$ cat src/rtl/usb_bulk_out_sched_if.sv
// Byte-stream bundle between the packet decoder, the OUT scheduler and the endpoints.
//   rx_*        : decoder -> scheduler stream (rx_tready flows back to the decoder)
//   ep_t*_o     : scheduler -> endpoints broadcast stream
//   ep_tready_i : per-endpoint ready, one bit per endpoint index
// modport master: scheduler view; modport slave: decoder/endpoint side view.
interface usb_bulk_out_sched_if #(
   parameter int unsigned NUM_EPS = 2
);
   logic               rx_tvalid;
   logic               rx_tkeep;
   logic               rx_tlast;
   logic [7:0]         rx_tdata;
   logic               rx_tready;
   logic               ep_tvalid_o;
   logic               ep_tkeep_o;
   logic               ep_tlast_o;
   logic [7:0]         ep_tdata_o;
   logic [NUM_EPS-1:0] ep_tready_i;

   modport master (
      input  rx_tvalid, rx_tkeep, rx_tlast, rx_tdata, ep_tready_i,
      output rx_tready, ep_tvalid_o, ep_tkeep_o, ep_tlast_o, ep_tdata_o
   );

   modport slave (
      output rx_tvalid, rx_tkeep, rx_tlast, rx_tdata, ep_tready_i,
      input  rx_tready, ep_tvalid_o, ep_tkeep_o, ep_tlast_o, ep_tdata_o
   );
endinterface

$ cat src/rtl/usb_bulk_out_sched.sv
// Bulk OUT endpoint scheduler: maps an OUT token onto one of NUM_EPS endpoints, routes the
// decoder byte stream to it (or sinks it), checks DATA0/DATA1 parity and requests the
// ACK/NAK/STALL handshake.
//   clock, reset          : clock, synchronous active-high reset
//   tok_recv_i, tok_ep_i  : OUT token pulse and its endpoint number
//   rx_start_i, rx_par_i  : DATAx PID pulse and its parity
//   rx_done_i, rx_err_i   : packet ended good / bad
//   bus_io                : decoder and endpoint byte streams
//   ep_ready_i/stall_i/par_i : per-endpoint status
//   ep_sel_o/err_o/ack_o  : per-endpoint select level, error pulse, ack-sent pulse
//   hsk_send_o, hsk_pid_o, hsk_done_i : handshake request (0=ACK,1=NAK,2=STALL) and completion
//   busy_o                : high whenever not idle
module usb_bulk_out_sched #(
   parameter int unsigned NUM_EPS = 2,
   parameter int unsigned EP_BASE = 1,
   parameter int unsigned TIMEOUT = 64
) (
   input  logic                 clock,
   input  logic                 reset,
   input  logic                 tok_recv_i,
   input  logic [3:0]           tok_ep_i,
   input  logic                 rx_start_i,
   input  logic                 rx_par_i,
   input  logic                 rx_done_i,
   input  logic                 rx_err_i,
   usb_bulk_out_sched_if.master bus_io,
   input  logic [NUM_EPS-1:0]   ep_ready_i,
   input  logic [NUM_EPS-1:0]   ep_stall_i,
   input  logic [NUM_EPS-1:0]   ep_par_i,
   output logic [NUM_EPS-1:0]   ep_sel_o,
   output logic [NUM_EPS-1:0]   ep_err_o,
   output logic [NUM_EPS-1:0]   ep_ack_o,
   output logic                 hsk_send_o,
   output logic [1:0]           hsk_pid_o,
   input  logic                 hsk_done_i,
   output logic                 busy_o
);
   localparam int unsigned IBITS = (NUM_EPS > 1) ? $clog2(NUM_EPS) : 1;
   localparam int unsigned TBITS = $clog2(TIMEOUT + 1);
   localparam logic [TBITS-1:0]   TimeoutCnt = TBITS'(TIMEOUT);
   localparam logic [NUM_EPS-1:0] OneHot0    = NUM_EPS'(1);
   localparam logic [1:0] PidAck   = 2'd0;
   localparam logic [1:0] PidNak   = 2'd1;
   localparam logic [1:0] PidStall = 2'd2;

   typedef enum logic [2:0] {StIdle, StWait, StRecv, StSink, StHsk, StDone} state_e;

   state_e             state_q, state_d;
   logic [IBITS-1:0]   idx_q, idx_d;
   logic [TBITS-1:0]   cnt_q, cnt_d;
   logic [1:0]         pid_q, pid_d;
   logic               ack_q, ack_d;     // transfer went through RECV: endpoint gets sel/ack
   logic [NUM_EPS-1:0] sel_q, sel_d;

   logic [31:0]      tok_ep_ext;
   logic             tok_in_range;
   logic [IBITS-1:0] tok_idx;
   logic             err_pulse;
   logic             ack_pulse;

   assign tok_ep_ext   = {28'd0, tok_ep_i};
   assign tok_in_range = (tok_ep_ext >= EP_BASE) && (tok_ep_ext < EP_BASE + NUM_EPS);
   assign tok_idx      = IBITS'(tok_ep_ext - EP_BASE);

   always_comb begin
      state_d   = state_q;
      idx_d     = idx_q;
      cnt_d     = cnt_q;
      pid_d     = pid_q;
      ack_d     = ack_q;
      err_pulse = 1'b0;
      ack_pulse = 1'b0;
      hsk_send_o         = 1'b0;
      bus_io.rx_tready   = 1'b0;
      bus_io.ep_tvalid_o = 1'b0;

      unique case (state_q)
         StIdle: begin
            if (tok_recv_i && tok_in_range) begin
               idx_d   = tok_idx;
               cnt_d   = '0;
               state_d = StWait;
            end
         end
         StWait: begin
            // A DATAx PID on the final timeout cycle still wins over the timeout.
            if (rx_start_i) begin
               ack_d   = 1'b0;
               state_d = StSink;
               if (ep_stall_i[idx_q]) begin
                  pid_d = PidStall;
               end else if (!ep_ready_i[idx_q]) begin
                  pid_d = PidNak;
               end else if (rx_par_i != ep_par_i[idx_q]) begin
                  // Retransmitted packet: ACK it but keep it away from the endpoint.
                  pid_d = PidAck;
               end else begin
                  pid_d   = PidAck;
                  ack_d   = 1'b1;
                  state_d = StRecv;
               end
            end else if (cnt_q == TimeoutCnt) begin
               state_d = StIdle;
            end else begin
               cnt_d = cnt_q + TBITS'(1);
            end
         end
         StRecv: begin
            bus_io.rx_tready   = bus_io.ep_tready_i[idx_q];
            bus_io.ep_tvalid_o = bus_io.rx_tvalid;
            if (rx_err_i) begin
               err_pulse = 1'b1;
               state_d   = StIdle;
            end else if (rx_done_i) begin
               state_d = StHsk;
            end
         end
         StSink: begin
            bus_io.rx_tready = 1'b1;
            if (rx_err_i) begin
               state_d = StIdle;
            end else if (rx_done_i) begin
               state_d = StHsk;
            end
         end
         StHsk: begin
            hsk_send_o = 1'b1;
            if (hsk_done_i) begin
               state_d = StDone;
            end
         end
         StDone: begin
            ack_pulse = ack_q;
            state_d   = StIdle;
         end
         default: state_d = StIdle;
      endcase

      // Select is registered off the next state so it lands the cycle after the decision.
      if ((state_d == StRecv) ||
          (((state_d == StHsk) || (state_d == StDone)) && ack_d)) begin
         sel_d = OneHot0 << idx_d;
      end else begin
         sel_d = '0;
      end
   end

   always_ff @(posedge clock) begin
      if (reset) begin
         state_q <= StIdle;
         idx_q   <= '0;
         cnt_q   <= '0;
         pid_q   <= PidAck;
         ack_q   <= 1'b0;
         sel_q   <= '0;
      end else begin
         state_q <= state_d;
         idx_q   <= idx_d;
         cnt_q   <= cnt_d;
         pid_q   <= pid_d;
         ack_q   <= ack_d;
         sel_q   <= sel_d;
      end
   end

   assign bus_io.ep_tkeep_o = bus_io.rx_tkeep;
   assign bus_io.ep_tlast_o = bus_io.rx_tlast;
   assign bus_io.ep_tdata_o = bus_io.rx_tdata;

   assign ep_sel_o  = sel_q;
   assign ep_err_o  = err_pulse ? (OneHot0 << idx_q) : '0;
   assign ep_ack_o  = ack_pulse ? (OneHot0 << idx_q) : '0;
   assign hsk_pid_o = pid_q;
   assign busy_o    = (state_q != StIdle);
endmodule

$ cat src/flat_wrapper.sv
// flat-port wrapper written by rule: the top's interface ports become plain ports
module usb_bulk_out_sched_flat 
#(
   parameter int unsigned NUM_EPS = 2,
   parameter int unsigned EP_BASE = 1,
   parameter int unsigned TIMEOUT = 64
)
  (clock, reset, tok_recv_i, tok_ep_i, rx_start_i, rx_par_i, rx_done_i, rx_err_i, ep_ready_i, ep_stall_i, ep_par_i, ep_sel_o, ep_err_o, ep_ack_o, hsk_send_o, hsk_pid_o, hsk_done_i, busy_o, bus_io_rx_tvalid, bus_io_rx_tkeep, bus_io_rx_tlast, bus_io_rx_tdata, bus_io_ep_tready_i, bus_io_rx_tready, bus_io_ep_tvalid_o, bus_io_ep_tkeep_o, bus_io_ep_tlast_o, bus_io_ep_tdata_o);
  usb_bulk_out_sched_if #(.NUM_EPS(NUM_EPS)) bus_io_i ();
  input  logic clock;
  input  logic reset;
  input  logic tok_recv_i;
  input  logic [3:0] tok_ep_i;
  input  logic rx_start_i;
  input  logic rx_par_i;
  input  logic rx_done_i;
  input  logic rx_err_i;
  input  logic [NUM_EPS-1:0] ep_ready_i;
  input  logic [NUM_EPS-1:0] ep_stall_i;
  input  logic [NUM_EPS-1:0] ep_par_i;
  output logic [NUM_EPS-1:0] ep_sel_o;
  output logic [NUM_EPS-1:0] ep_err_o;
  output logic [NUM_EPS-1:0] ep_ack_o;
  output logic hsk_send_o;
  output logic [1:0] hsk_pid_o;
  input  logic hsk_done_i;
  output logic busy_o;
  input wire logic [$bits(bus_io_i.rx_tvalid)-1:0] bus_io_rx_tvalid;
  input wire logic [$bits(bus_io_i.rx_tkeep)-1:0] bus_io_rx_tkeep;
  input wire logic [$bits(bus_io_i.rx_tlast)-1:0] bus_io_rx_tlast;
  input wire logic [$bits(bus_io_i.rx_tdata)-1:0] bus_io_rx_tdata;
  input wire logic [$bits(bus_io_i.ep_tready_i)-1:0] bus_io_ep_tready_i;
  output wire logic [$bits(bus_io_i.rx_tready)-1:0] bus_io_rx_tready;
  output wire logic [$bits(bus_io_i.ep_tvalid_o)-1:0] bus_io_ep_tvalid_o;
  output wire logic [$bits(bus_io_i.ep_tkeep_o)-1:0] bus_io_ep_tkeep_o;
  output wire logic [$bits(bus_io_i.ep_tlast_o)-1:0] bus_io_ep_tlast_o;
  output wire logic [$bits(bus_io_i.ep_tdata_o)-1:0] bus_io_ep_tdata_o;
  assign bus_io_i.rx_tvalid = bus_io_rx_tvalid;
  assign bus_io_i.rx_tkeep = bus_io_rx_tkeep;
  assign bus_io_i.rx_tlast = bus_io_rx_tlast;
  assign bus_io_i.rx_tdata = bus_io_rx_tdata;
  assign bus_io_i.ep_tready_i = bus_io_ep_tready_i;
  assign bus_io_rx_tready = bus_io_i.rx_tready;
  assign bus_io_ep_tvalid_o = bus_io_i.ep_tvalid_o;
  assign bus_io_ep_tkeep_o = bus_io_i.ep_tkeep_o;
  assign bus_io_ep_tlast_o = bus_io_i.ep_tlast_o;
  assign bus_io_ep_tdata_o = bus_io_i.ep_tdata_o;
  usb_bulk_out_sched #(.NUM_EPS(NUM_EPS), .EP_BASE(EP_BASE), .TIMEOUT(TIMEOUT)) u_core (.clock(clock), .reset(reset), .tok_recv_i(tok_recv_i), .tok_ep_i(tok_ep_i), .rx_start_i(rx_start_i), .rx_par_i(rx_par_i), .rx_done_i(rx_done_i), .rx_err_i(rx_err_i), .bus_io(bus_io_i), .ep_ready_i(ep_ready_i), .ep_stall_i(ep_stall_i), .ep_par_i(ep_par_i), .ep_sel_o(ep_sel_o), .ep_err_o(ep_err_o), .ep_ack_o(ep_ack_o), .hsk_send_o(hsk_send_o), .hsk_pid_o(hsk_pid_o), .hsk_done_i(hsk_done_i), .busy_o(busy_o));
endmodule
$ cat config.mk
export PLATFORM = sky130hd
export DESIGN_NAME = usb_bulk_out_sched_flat
export DESIGN_NICKNAME = d
export VERILOG_FILES = /design/src/rtl/usb_bulk_out_sched_if.sv /design/src/rtl/usb_bulk_out_sched.sv /design/src/flat_wrapper.sv
export SDC_FILE = /design/constraint.sdc
export NUM_CORES = 1
export LEC_CHECK = 0
export BUFFER_PORTS_ARGS = -buffer_cell sky130_fd_sc_hd__buf_2
export CORE_ASPECT_RATIO = 1.1
export CORE_MARGIN = 4
export CORE_UTILIZATION = 35
export DETAILED_ROUTE_END_ITERATION = 6
export REMOVE_ABC_BUFFERS = 1
export SLEW_MARGIN = 20
export SYNTH_ARGS = -nofsm -noshare
export SYNTH_HDL_FRONTEND = slang
export SYNTH_SLANG_ARGS = --single-unit
$ cat constraint.sdc
create_clock -name clock -period 1.8 [get_ports clock]
set_input_delay 0.27 -clock clock [delete_from_list [all_inputs] [get_ports clock]]
set_output_delay 0.27 -clock clock [all_outputs]
set_load 0.05 [all_outputs]
======== Word-level counts from Yosys, hierarchy flattened ========
Index checks and enable logic that the tools add are counted.
operators by class
  $add $sub $neg .......................... 2
  magnitude comparators ................... 3
  equal/unequal tests ..................... 13
  shifts and indexed selects .............. 2
  multiplexer cells ....................... 39
  bitwise gates (word level) .............. 1
  reductions and logical operators ........ 12
operators with widths
  cell                                                                count
  2-to-1 mux 3 bit                                                    8
  2-to-1 mux 1 bit                                                    22
  2-to-1 mux 7 bit                                                    3
  case mux 7 bit (2 select lines)                                     1
  equality test 3 bit (second input constant)                         4
  case mux 3 bit (4 select lines)                                     1
  equality test 3 x 2 -> 1 bit (second input constant)                3
  adder 7 x 1 -> 7 bit (second input constant)                        1
  equality test 7 bit (second input constant)                         1
  2-to-1 mux 2 bit                                                    3
  greater-or-equal comparator 4 x 1 -> 1 bit (second input constant)  1
  less-than comparator 4 x 2 -> 1 bit (second input constant)         1
  inequality test 2 bit (second input constant)                       2
  AND reduction 4 bit                                                 1
  OR reduction 2 bit                                                  2
  << shifter 1 x 1 -> 2 bit (first input constant)                    2
  equality test 3 x 1 -> 1 bit (second input constant)                1
  logical AND 1 bit                                                   3
  logical NOT 3 bit                                                   1
  nonzero test 3 bit                                                  1
  logical OR 1 bit                                                    2
  less-than comparator 1 x 2 -> 1 bit (second input constant)         1
  inequality test 2 x 1 -> 1 bit (second input constant)              1
  case mux 1 bit (2 select lines)                                     1
  5 further kinds                                                     5
storage, ports and cells
  register bits ........................... 16
  input port bits ......................... 31
  logic and storage cells ................. 78

======== Depth between registers and ports, before layout ========
  depth in word-level cells ............... 14
  mapped depth ............................ 7

======== Least setup slack after synthesis ========
No wires, ideal clock.
  path kind ............................... register to output
  from .................................... reg u_core.idx_q
  to ...................................... out ep_err_o[1]
  arrival ................................. 2.398 ns
  setup slack ............................. -0.868 ns
  stages on the path, launching flop included .. 4
  buffers on the path ..................... 1
  path through ............................ dfxtp_1 clkbuf_1 inv_1 nor4b_1
between the ends
  cells in the longest elaborated chain, start to end .. 2
ends and longest elaborated chain
  element                    RTL line                   source
  from (decl)                usb_bulk_out_sched.sv:49   logic [IBITS-1:0] idx_q, idx_d;
  from (signal assigned)     usb_bulk_out_sched.sv:158  idx_q <= idx_d;
  << shifter 1 x 1 -> 2 bit  usb_bulk_out_sched.sv:171  assign ep_err_o = err_pulse ? (OneHot0 << idx_q) : '0;
  2-to-1 mux 2 bit           usb_bulk_out_sched.sv:171
  to (decl)                  flat_wrapper.sv:22         output logic [NUM_EPS-1:0] ep_err_o;
No other way between the ends.

======== Worst setup path after layout ========
  from .................................... reg u_core.state_q[1]
  to ...................................... out ep_err_o[0]
between the ends
  cells in the longest elaborated chain, start to end .. 3
ends and longest elaborated chain
  element                       RTL line                   source
  from (decl)                   usb_bulk_out_sched.sv:48   state_e state_q, state_d;
  from (signal assigned)        usb_bulk_out_sched.sv:150  state_q <= StIdle;
  from (signal assigned)        usb_bulk_out_sched.sv:157  state_q <= state_d;
  equality test 3 x 2 -> 1 bit  usb_bulk_out_sched.sv:77   unique case (state_q)
  2-to-1 mux 1 bit              usb_bulk_out_sched.sv:77
  2-to-1 mux 2 bit              usb_bulk_out_sched.sv:171
No other way between the ends.

==> results.toml <==
[run_status]
status = "complete, no violations"

[global_route]
grt_max_degree = 10
grt_pass1_vias = 1053
track_usage = 0.131
grt-ovfl-total = 0
grt_pass1_wl_um = 4110
antenna_found_initial = 0

[critical_path]
endpoint_kind = "primary output"
critPathLaunchType = "flop"
crit_buf_inv = 1
crit_family = "simple AND/OR/NAND/NOR gates"
required_ns = 1.53
arrival_ns = 1.47
crit_chain = "or2b_4 > nor4b_4 > buf_4"
cp_max_fo = 8
r2r-start = "u_core.state_q[2]"
crit_type = "reg2out"
crit_start = "u_core.state_q[1]"
max_stage_delay_ns = 0.41
cp_slowest_cell = "dfxtp_4"

[sta]
setup_ws_ns = 0.0559
hold_viol = 0
finClkSkew_ns = 0.00400
clock.fmax_mhz = 573
finalSetupViolations = 0
grt_setup_unrepaired = "true"
max_slew_margin = 0.717
fin_tns_setup_ns = 0
fin_crit_sh = 0.969
worst_pin_slew_ns = 0.414
drv_slew = 0
fin_crit_ns = 1.74

[floorplan]
core_mm2 = 0.00305
die_w_um = 61.6
initial_core_util = 0.363
dieArea_mm2 = 0.00413
io_pins = 53
die_h_um = 67.0
rows = 21

[power_and_ir_drop]
irDropWorstVdd_mv = 0.303
p_per_area_mw_per_mm2 = 505
p_leak_nw = 0.592
total_power_mw = 0.721

[synth]
synthArstFlopShare = 0
synth_seq_area_share = 0.289
synth_edf_count = 0
syn_inst = 129
syn_avg_cell_area_um2 = 8.58
ys_ff_latch = 16
yosys_warnings = 0
synth_flop_cell = "dfxtp_1"
synth_area_mm2 = 0.00111
synth_cell_type_count = 43

[hold_path]
min_from = "reset"
holdCritPathClass = "in2reg"

[placed_design]
place_area_mm2 = 0.00128
portBuffers = 32
dp_hpwl_um = 2000
place_ws_ns = 0.104
gp_congestion = 0.835

[layout]
stdcell_area_mm2 = 0.00143
syn_to_final_growth_pct = 28.8
fillCellCount = 296
post_route_cells_drive_above_1_share = 0.436
layout.nets = 199
final_common_cell = "buf_2"
layout_common_cells = "buf_2 (26), buf_4 (17), nor2_1 (16)"
antenna_cells = 0

[route]
firstDrtPassIters = 4
drt-vias-per-instance = 5.25
final_antenna_net_count = 0
drt_iter0_drc = 38
totalWireLength_um = 2560
drc = 0
wl_per_cell_um = 12.9
vias = 1044

[clock_network]
cts_buffer_depth = 2
htreeDepth = 1
numCtsBuffers = 3
cts_root_buf = "clkbuf_4"
clkTransAtPathRegs_ns = 0.10
holdBufCountCts = 0
clock-sinks = 16
clock_latency_ns = 0.29
cts_tree = "yes"

[run]
drv_cap = 0
-- what timing repair did --
item	4_1_cts	5_1_grt
pin swaps	1	1
setup endpoints to repair	4	10
setup buffers	2	3
resized for setup	10	10
-- power breakdown --
part           internal (mW)  switching [mW]
combinational         0.0511          0.0639
clock                  0.123           0.123
sequential             0.355         0.00386
-- worst min-delay path: cells and delay by family --
kind                   cells  cell delay (ns)
buffers and inverters      2             0.23
and+or+nand+nor            1             0.05
-- cell usage after synthesis (3+ instances only) --
| cell | count | area share |
|---|---|---|
| nor2_1 | 17 | 0.058 |
| a21oi_1 | 4 | 0.018 |
| nand3_1 | 6 | 0.027 |
| a31oi_1 | 3 | 0.017 |
| nor2b_1 | 3 | 0.017 |
| buf_4 | 12 | 0.081 |
| nand2_1 | 4 | 0.014 |
| nand2b_1 | 3 | 0.017 |
| nor3b_1 | 3 | 0.020 |
| xnor2_1 | 6 | 0.047 |
| dfxtp_1 | 16 | 0.29 |
| inv_1 | 9 | 0.031 |
| a211oi_1 | 4 | 0.027 |
-- kinds of logic (layout without fill, tap and decap cells) --
family                     after synthesis  after routing  synth area share
AOI/OAI and AO/OA                       22             22             0.157
xor gates and xnor gates                 8              8            0.0633
adders and majority gates                2              2            0.0226
buffers and inverters                   24             60             0.129
DFF                                     16             16             0.289
muxes                                    2              2            0.0181
and+or+nand+nor                         55             55             0.321
-- metal layers --
metal,vias up,track usage,share of wire
li1,514,-,-
met1,485,0.149,0.43
met2,43,0.216,0.48
met3,2,0.0601,0.080
met4,0,0.0345,0.0059
met5,-,0,0
-- area by class of cell --
type / instances / area (um2) / area share
multi-input combinational: 89 / 693 / 0.486
sequential: 16 / 329 / 0.231
timing repair buffer: 47 / 292 / 0.204
tap: 34 / 42.5 / 0.0298
clock buffer: 4 / 36.3 / 0.0254
inverter: 9 / 33.8 / 0.0237
-- path summary, 6_finish.rpt --
path / cells after the start / to / slack [ns]
worst max-delay path: 3 / ep_err_o[0] / 0.06
worst min-delay path: 3 / u_core.idx_q / 0.30
worst max register to register: 7 / u_core.cnt_q[6] / 0.07
worst min register to register: 2 / u_core.hsk_pid_o[0] / 0.51
-- metrics by stage --
stage / util / hold slack, ns / cells
2_1_floorplan: - / 0.339 / 114
3_5_place_dp: 0.421 / 0.496 / 191
3_3_place_gp: 0.421 / 0.490 / 191
5_1_grt: 0.468 / 0.305 / 199
4_1_cts: 0.446 / 0.281 / 196
6_report: 0.468 / 0.299 / 199
-- registers in the layout, summed over array words and instances, names as in the netlist --
| name | cells |
|---|---|
| u_core.ack_q | 1 |
| u_core.cnt_q | 7 |
| u_core.ep_sel_o | 2 |
| u_core.hsk_pid_o | 2 |
| u_core.idx_q | 1 |
| u_core.state_q | 3 |
Note: power is estimated with default switching activity, not from simulation.
